[config.mk]
export PLATFORM = sky130hd
export DESIGN_NAME = lzc_normalizer
export DESIGN_NICKNAME = d
export VERILOG_FILES = /design/src/rtl/lzc_pkg.sv /design/src/rtl/lzc_lane.sv /design/src/rtl/lzc_normalizer.sv
export SDC_FILE = /design/constraint.sdc
export NUM_CORES = 1
export LEC_CHECK = 0
export CAP_MARGIN = 20
export CORE_AREA = 8 8 222 224
export DETAILED_ROUTE_END_ITERATION = 8
export DIE_AREA = 0 0 230 232
export HOLD_SLACK_MARGIN = 0.02
export PLACE_DENSITY = 0.77
export SKIP_CTS_REPAIR_TIMING = 1
export SLEW_MARGIN = 0
export SYNTH_ARGS = -nofsm -noshare
export SYNTH_HDL_FRONTEND = slang
export SYNTH_SLANG_ARGS = --single-unit
export TNS_END_PERCENT = 1
[constraint.sdc]
create_clock -name clk -period 2.52 [get_ports clk]
set_clock_uncertainty 0.1 [all_clocks]
set_input_delay 0.378 -clock clk [delete_from_list [all_inputs] [get_ports clk]]
set_output_delay 0.378 -clock clk [all_outputs]
set_load 0.05 [all_outputs]
[src/rtl/lzc_pkg.sv]
// Shared types and helpers for the leading/trailing-zero normaliser.
// Holds the count-mode enum and the per-lane count-width function.
package lzc_pkg;

    typedef enum logic {
        LZC_LEAD  = 1'b0,
        LZC_TRAIL = 1'b1
    } lzc_mode_e;

    // Bits needed to hold a count of 0..width inclusive.
    function automatic int lzc_cw(input int width);
        return $clog2(width + 1);
    endfunction

endpackage

[src/rtl/lzc_lane.sv]
// One lane of zero counting: leading or trailing zeros of data_i, plus an all-zero flag.
// Purely combinational; no state and no backpressure.
module lzc_lane
    import lzc_pkg::*;
#(
    parameter int WIDTH = 24,
    localparam int CW = lzc_cw(WIDTH)
) (
    input  logic [WIDTH-1:0] data_i,
    input  logic             mode_i,
    output logic [CW-1:0]    count_o,
    output logic             zero_o
);

    always_comb begin
        count_o = CW'(WIDTH);
        zero_o  = ~|data_i;
        if (lzc_mode_e'(mode_i) == LZC_LEAD) begin
            // Scan upwards so the highest set bit is the last one to win.
            for (int i = 0; i < WIDTH; i++) begin
                if (data_i[i]) begin
                    count_o = CW'(WIDTH - 1 - i);
                end
            end
        end else begin
            for (int i = WIDTH - 1; i >= 0; i--) begin
                if (data_i[i]) begin
                    count_o = CW'(i);
                end
            end
        end
    end

endmodule

[src/rtl/lzc_normalizer.sv]
// Two-stage per-lane zero count (S1) and normalising shift (S2); 2-cycle latency, 1 beat/cycle.
// Valid/ready on both sides; a stalled output holds S2 and S1 keeps accepting until full.
module lzc_normalizer
    import lzc_pkg::*;
#(
    parameter int WIDTH = 24,
    parameter int LANES = 4,
    parameter int TAG_W = 8,
    localparam int CW = lzc_cw(WIDTH)
) (
    input  logic                   clk,
    input  logic                   rst_n,
    input  logic                   in_valid,
    output logic                   in_ready,
    input  logic [LANES*WIDTH-1:0] in_data,
    input  logic                   in_mode,
    input  logic [TAG_W-1:0]       in_tag,
    output logic                   out_valid,
    input  logic                   out_ready,
    output logic [LANES*CW-1:0]    out_count,
    output logic [LANES-1:0]       out_zero,
    output logic [LANES*WIDTH-1:0] out_norm,
    output logic                   out_mode,
    output logic [TAG_W-1:0]       out_tag
);

    typedef struct packed {
        logic [LANES*CW-1:0]    count;
        logic [LANES-1:0]       zero;
        logic [LANES*WIDTH-1:0] data;
        lzc_mode_e              mode;
        logic [TAG_W-1:0]       tag;
    } s1_t;

    typedef struct packed {
        logic [LANES*CW-1:0]    count;
        logic [LANES-1:0]       zero;
        logic [LANES*WIDTH-1:0] norm;
        lzc_mode_e              mode;
        logic [TAG_W-1:0]       tag;
    } s2_t;

    s1_t  s1_q, s1_d;
    s2_t  s2_q, s2_d;
    logic s1_vld_q, s1_vld_d;
    logic s2_vld_q, s2_vld_d;
    logic rdy_en_q;

    logic                   in_fire;
    logic                   s2_open;
    logic                   s2_load;
    logic [LANES*CW-1:0]    lane_count;
    logic [LANES-1:0]       lane_zero;
    logic [LANES*WIDTH-1:0] lane_norm;

    assign s2_open  = !s2_vld_q || out_ready;
    assign s2_load  = s1_vld_q && s2_open;
    // rdy_en_q keeps in_ready low through reset and up to the first edge after release.
    assign in_ready = rdy_en_q && (!s1_vld_q || s2_open);
    assign in_fire  = in_valid && in_ready;

    for (genvar k = 0; k < LANES; k++) begin : g_lane
        logic [WIDTH-1:0] s1_lane;
        logic [CW-1:0]    s1_cnt;

        lzc_lane #(
            .WIDTH (WIDTH)
        ) u_lane (
            .data_i  (in_data[k*WIDTH +: WIDTH]),
            .mode_i  (in_mode),
            .count_o (lane_count[k*CW +: CW]),
            .zero_o  (lane_zero[k])
        );

        assign s1_lane = s1_q.data[k*WIDTH +: WIDTH];
        assign s1_cnt  = s1_q.count[k*CW +: CW];
        // A zero lane carries count = WIDTH, which shifts everything out to 0.
        assign lane_norm[k*WIDTH +: WIDTH] = (s1_q.mode == LZC_TRAIL) ? (s1_lane >> s1_cnt)
                                                                      : (s1_lane << s1_cnt);
    end

    always_comb begin
        s1_d     = s1_q;
        s1_vld_d = s1_vld_q;
        if (s2_load) begin
            s1_vld_d = 1'b0;
        end
        if (in_fire) begin
            s1_vld_d   = 1'b1;
            s1_d.count = lane_count;
            s1_d.zero  = lane_zero;
            s1_d.data  = in_data;
            s1_d.mode  = lzc_mode_e'(in_mode);
            s1_d.tag   = in_tag;
        end
    end

    always_comb begin
        s2_d     = s2_q;
        s2_vld_d = s2_vld_q;
        if (s2_vld_q && out_ready) begin
            s2_vld_d = 1'b0;
        end
        if (s2_load) begin
            s2_vld_d   = 1'b1;
            s2_d.count = s1_q.count;
            s2_d.zero  = s1_q.zero;
            s2_d.norm  = lane_norm;
            s2_d.mode  = s1_q.mode;
            s2_d.tag   = s1_q.tag;
        end
    end

    always_ff @(posedge clk or negedge rst_n) begin
        if (!rst_n) begin
            s1_vld_q <= 1'b0;
            s2_vld_q <= 1'b0;
            rdy_en_q <= 1'b0;
            s1_q     <= '0;
            s2_q     <= '0;
        end else begin
            s1_vld_q <= s1_vld_d;
            s2_vld_q <= s2_vld_d;
            rdy_en_q <= 1'b1;
            s1_q     <= s1_d;
            s2_q     <= s2_d;
        end
    end

    assign out_valid = s2_vld_q;
    assign out_count = s2_q.count;
    assign out_zero  = s2_q.zero;
    assign out_norm  = s2_q.norm;
    assign out_mode  = s2_q.mode;
    assign out_tag   = s2_q.tag;

endmodule

==> flow_summary_export.csv <==
group,metric,value,unit
yosys,syn_nets,2726,
yosys,synth_top_area_share,28.99,%
timing,slew_headroom,49.32,%
drt,drc,0,
floorplan,rows,79,
power_and_ir_drop,vdd_drop_max,689.4,uV
timing,setup_viol_count_final,0,
placed_design,dpl.cell_count,3488,
setup_path,regToRegSetupSlack,0.1,ns
cells_and_area,n_antenna_cell,0,
yosys,syn_area_per_cell,8.610,um^2
setup_path,crit_buf_inv,1,
min_path,min_to,"s1_q[3]",
cts,cts_tree,"done",
setup_path,reg2reg_to,"out_norm[29]",
timing,period_share,96.13,%
yosys,synth_warnings,0,
global_route,grt_pass1_vias,22430,
cells_and_area,drive_gt1_share,20.24,%
drt,vias,23300,
yosys,dominantRegCellSynth,"dfrtp_1",
timing,min_period,2.422,ns
cts,cts_max_path_buffers,3,
global_route,grt_usage,32.36,%
drt,ant_nets,0,
setup_path,slowest_stage,"clkdlybuf4s50_1",
timing,drv_slew,0,
floorplan,floorplan.initialDensity,49.13,%
cells_and_area,fin_nets,3024,
setup_path,critPathArrivalTime,1.94,ns
yosys,synthTopCellsByCount,"nand2_1 (516), nor2_1 (264), dfrtp_1 (261)",
setup_path,path_class,"flip-flop to primary output",
global_route,antenna_found_initial,0,
min_path,hp-class,"input pin to flip-flop",
cts,clk_latency,0.60,ns
setup_path,slowest_delay,0.86,ns
drt,initialDrtViolationCount,2904,
timing,tns,0,ns
setup_path,crit_fanout,2,
timing,max_freq,412.8,MHz
cts,htreeDepth,1,
yosys,syn_area,22530,um^2
floorplan,die_h,232,um
placed_design,gp_congestion,0.9924,
global_route,grt_max_degree,62,
placed_design,io_buffers,239,
cts,cts.sinks,261,
yosys,synth_most_common_cell,"nand2_1",
timing,worst_slew_pin_slew,0.7602,ns
setup_path,endpoint_kind,"primary output",
cells_and_area,area_delta_synth_final,24.49,%
global_route,overflow,0,
timing,hold_viol,0,
floorplan,die_x,230,um
yosys,synthArstFlopShare,100.0,%
min_path,hold_path_startpoint,"in_tag[3]",
cts,cts-buffers-inserted,31,
yosys,synthDistinctLibCells,76,
setup_path,rr_startpoint,"g_lane[1].s1_cnt[0]",
drt,routed_wl,89560,um
cells_and_area,multi_input_area,14620,um^2
cells_and_area,fill_cells,4021,
setup_path,cp_top_family,"buffers and inverters",
setup_path,r2r.worst_path.cells,8,
setup_path,cp-start-kind,"flip-flop",
global_route,grt_pass1_wl,138600,um
floorplan,io_pins,240,
yosys,ys_ff_latch,261,
power_and_ir_drop,p_leak,11.65,nW
floorplan,coreArea,45860,um^2
setup_path,crit_chain,"clkdlybuf4s50_1",
yosys,synth_edf_count,0,
cells_and_area,stdcell_count,3547,
timing,rsz0062_at_grt,"false",
timing,holdWs,0.2125,ns
drt,routed_via_density,6.569,
floorplan,die_area,53360,um^2
power_and_ir_drop,power_per_cell_area,854.2,nW/um^2
cts,root_buffer,"clkbuf_16",
setup_path,crit_required,2.04,ns
cts,clk_pin_slew_worst_paths,0.06,ns
yosys,ys_seq_area_share,28.99,%
flow_run,maxCapViolations,0,
yosys,synth_top_area_cell,"dfrtp_1",
yosys,synthCells,2617,
drt,firstDrtPassIters,8,
run_status,status,"finished, final reports clean",
placed_design,hpwl,67690,um
yosys,synth_area_leaders,"dfrtp_1 (29%), mux4_2 (16%), nand2_1 (8.6%)",
cells_and_area,register_area,6548,um^2
drt,wl_per_cell,25.25,um
min_path,holdPathStages,3,
[cells by family after synthesis]
kind of cell | synth area share [%]
other | 0.01664
AO/OA/AOI/OAI | 20.04
flip-flops | 28.99
buffers and inverters | 6.236
multiplexers | 26.24
AND/OR/NAND/NOR | 18.49
[area by class of cell]
type / instances / share of cell area (%)
flip-flops and latches: 261 / 23.34
repair buffers: 532 / 17.50
clock buffers: 38 / 2.930
clock inverters: 20 / 0.8831
multi-input cells: 2052 / 52.13
well taps: 607 / 2.707
inverters: 37 / 0.5085
[flip-flops by register name (all words and copies together) (netlist names)]
name / count
g_lane.s1_lane: 96
out_norm: 96
g_lane.s1_cnt: 20
out_count: 20
s1_q: 13
out_tag: 8
out_zero: 4
out_mode: 1
out_valid: 1
rdy_en_q: 1
s1_vld_q: 1
[routing by layer]
metal	GRT usage (%)	wire length [um]	share of wire (%)
met2	51.57	41480	46
met4	10.83	3357	3.7
met5	0	0	0
met1	43.90	35750	40
met3	6.438	8967	10
[stage by stage]
step	area (um^2)	setup slack [ns]	util (%)	total power [mW]
3_3_place_gp	26950	-0.01885	58.77	18.96
2_1_floorplan	22530	0.2585	-	14.11
6_report	28050	0.09753	61.16	23.96
4_1_cts	28020	0.04659	61.10	23.86
5_1_grt	28050	0.007345	61.16	24.99
3_5_place_dp	26950	0.02048	58.77	19.03
[layout by cell type, fill, tap and decap left out, types with 8 or more instances in the layout]
master / count
nor3_1: 55
o311ai_0: 18
mux2i_1: 144
nand3_1: 22
a31oi_1: 45
nor2_1: 264
nand2b_1: 27
o31ai_1: 26
a311oi_1: 10
a211oi_1: 42
nor2b_1: 23
a211o_1: 8
o22ai_1: 25
buf_4: 267
clkbuf_16: 31
mux4_2: 159
o21ai_0: 170
mux4_1: 8
dfrtp_1: 252
a22oi_1: 25
o211ai_1: 29
mux2_2: 58
a22o_1: 8
a21oi_1: 160
nor4_1: 29
nand2_1: 514
o221ai_1: 13
buf_12: 25
a221oi_1: 15
clkdlybuf4s50_1: 236
inv_1: 30
a2111oi_0: 10
clkinv_2: 8
[worst reg2reg max path, stage by stage (launching register included)]
cell and delay, ns:
dfrtp_4 0.58, buf_4 0.30, nor2b_1 0.29, a2bb2oi_1 0.17, buf_4 0.18, nor3_1 0.16, a21oi_1 0.06, nor3_1 0.37
a211o_1 0.16
[report_power, final]
group | total, mW | switching [mW] | internal (mW)
logic | 12.7 | 7.50 | 5.16
clock network | 4.78 | 1.95 | 2.83
registers | 6.52 | 1.37 | 5.14
[worst max-delay path by stage]
stage,cells past startpoint,start,to
after floorplan,6,out_valid,g_lane[0].s1_cnt[2]
after global placement,7,in_data[49],g_lane[2].s1_cnt[0]
after detailed placement,7,in_data[61],g_lane[2].s1_cnt[0]
after CTS,6,g_lane[1].s1_cnt[0],out_norm[33]
after global routing,7,g_lane[3].s1_cnt[0],out_norm[74]
final,1,out_zero[3],out_zero[3]
Power figures use the tool's default switching activity.
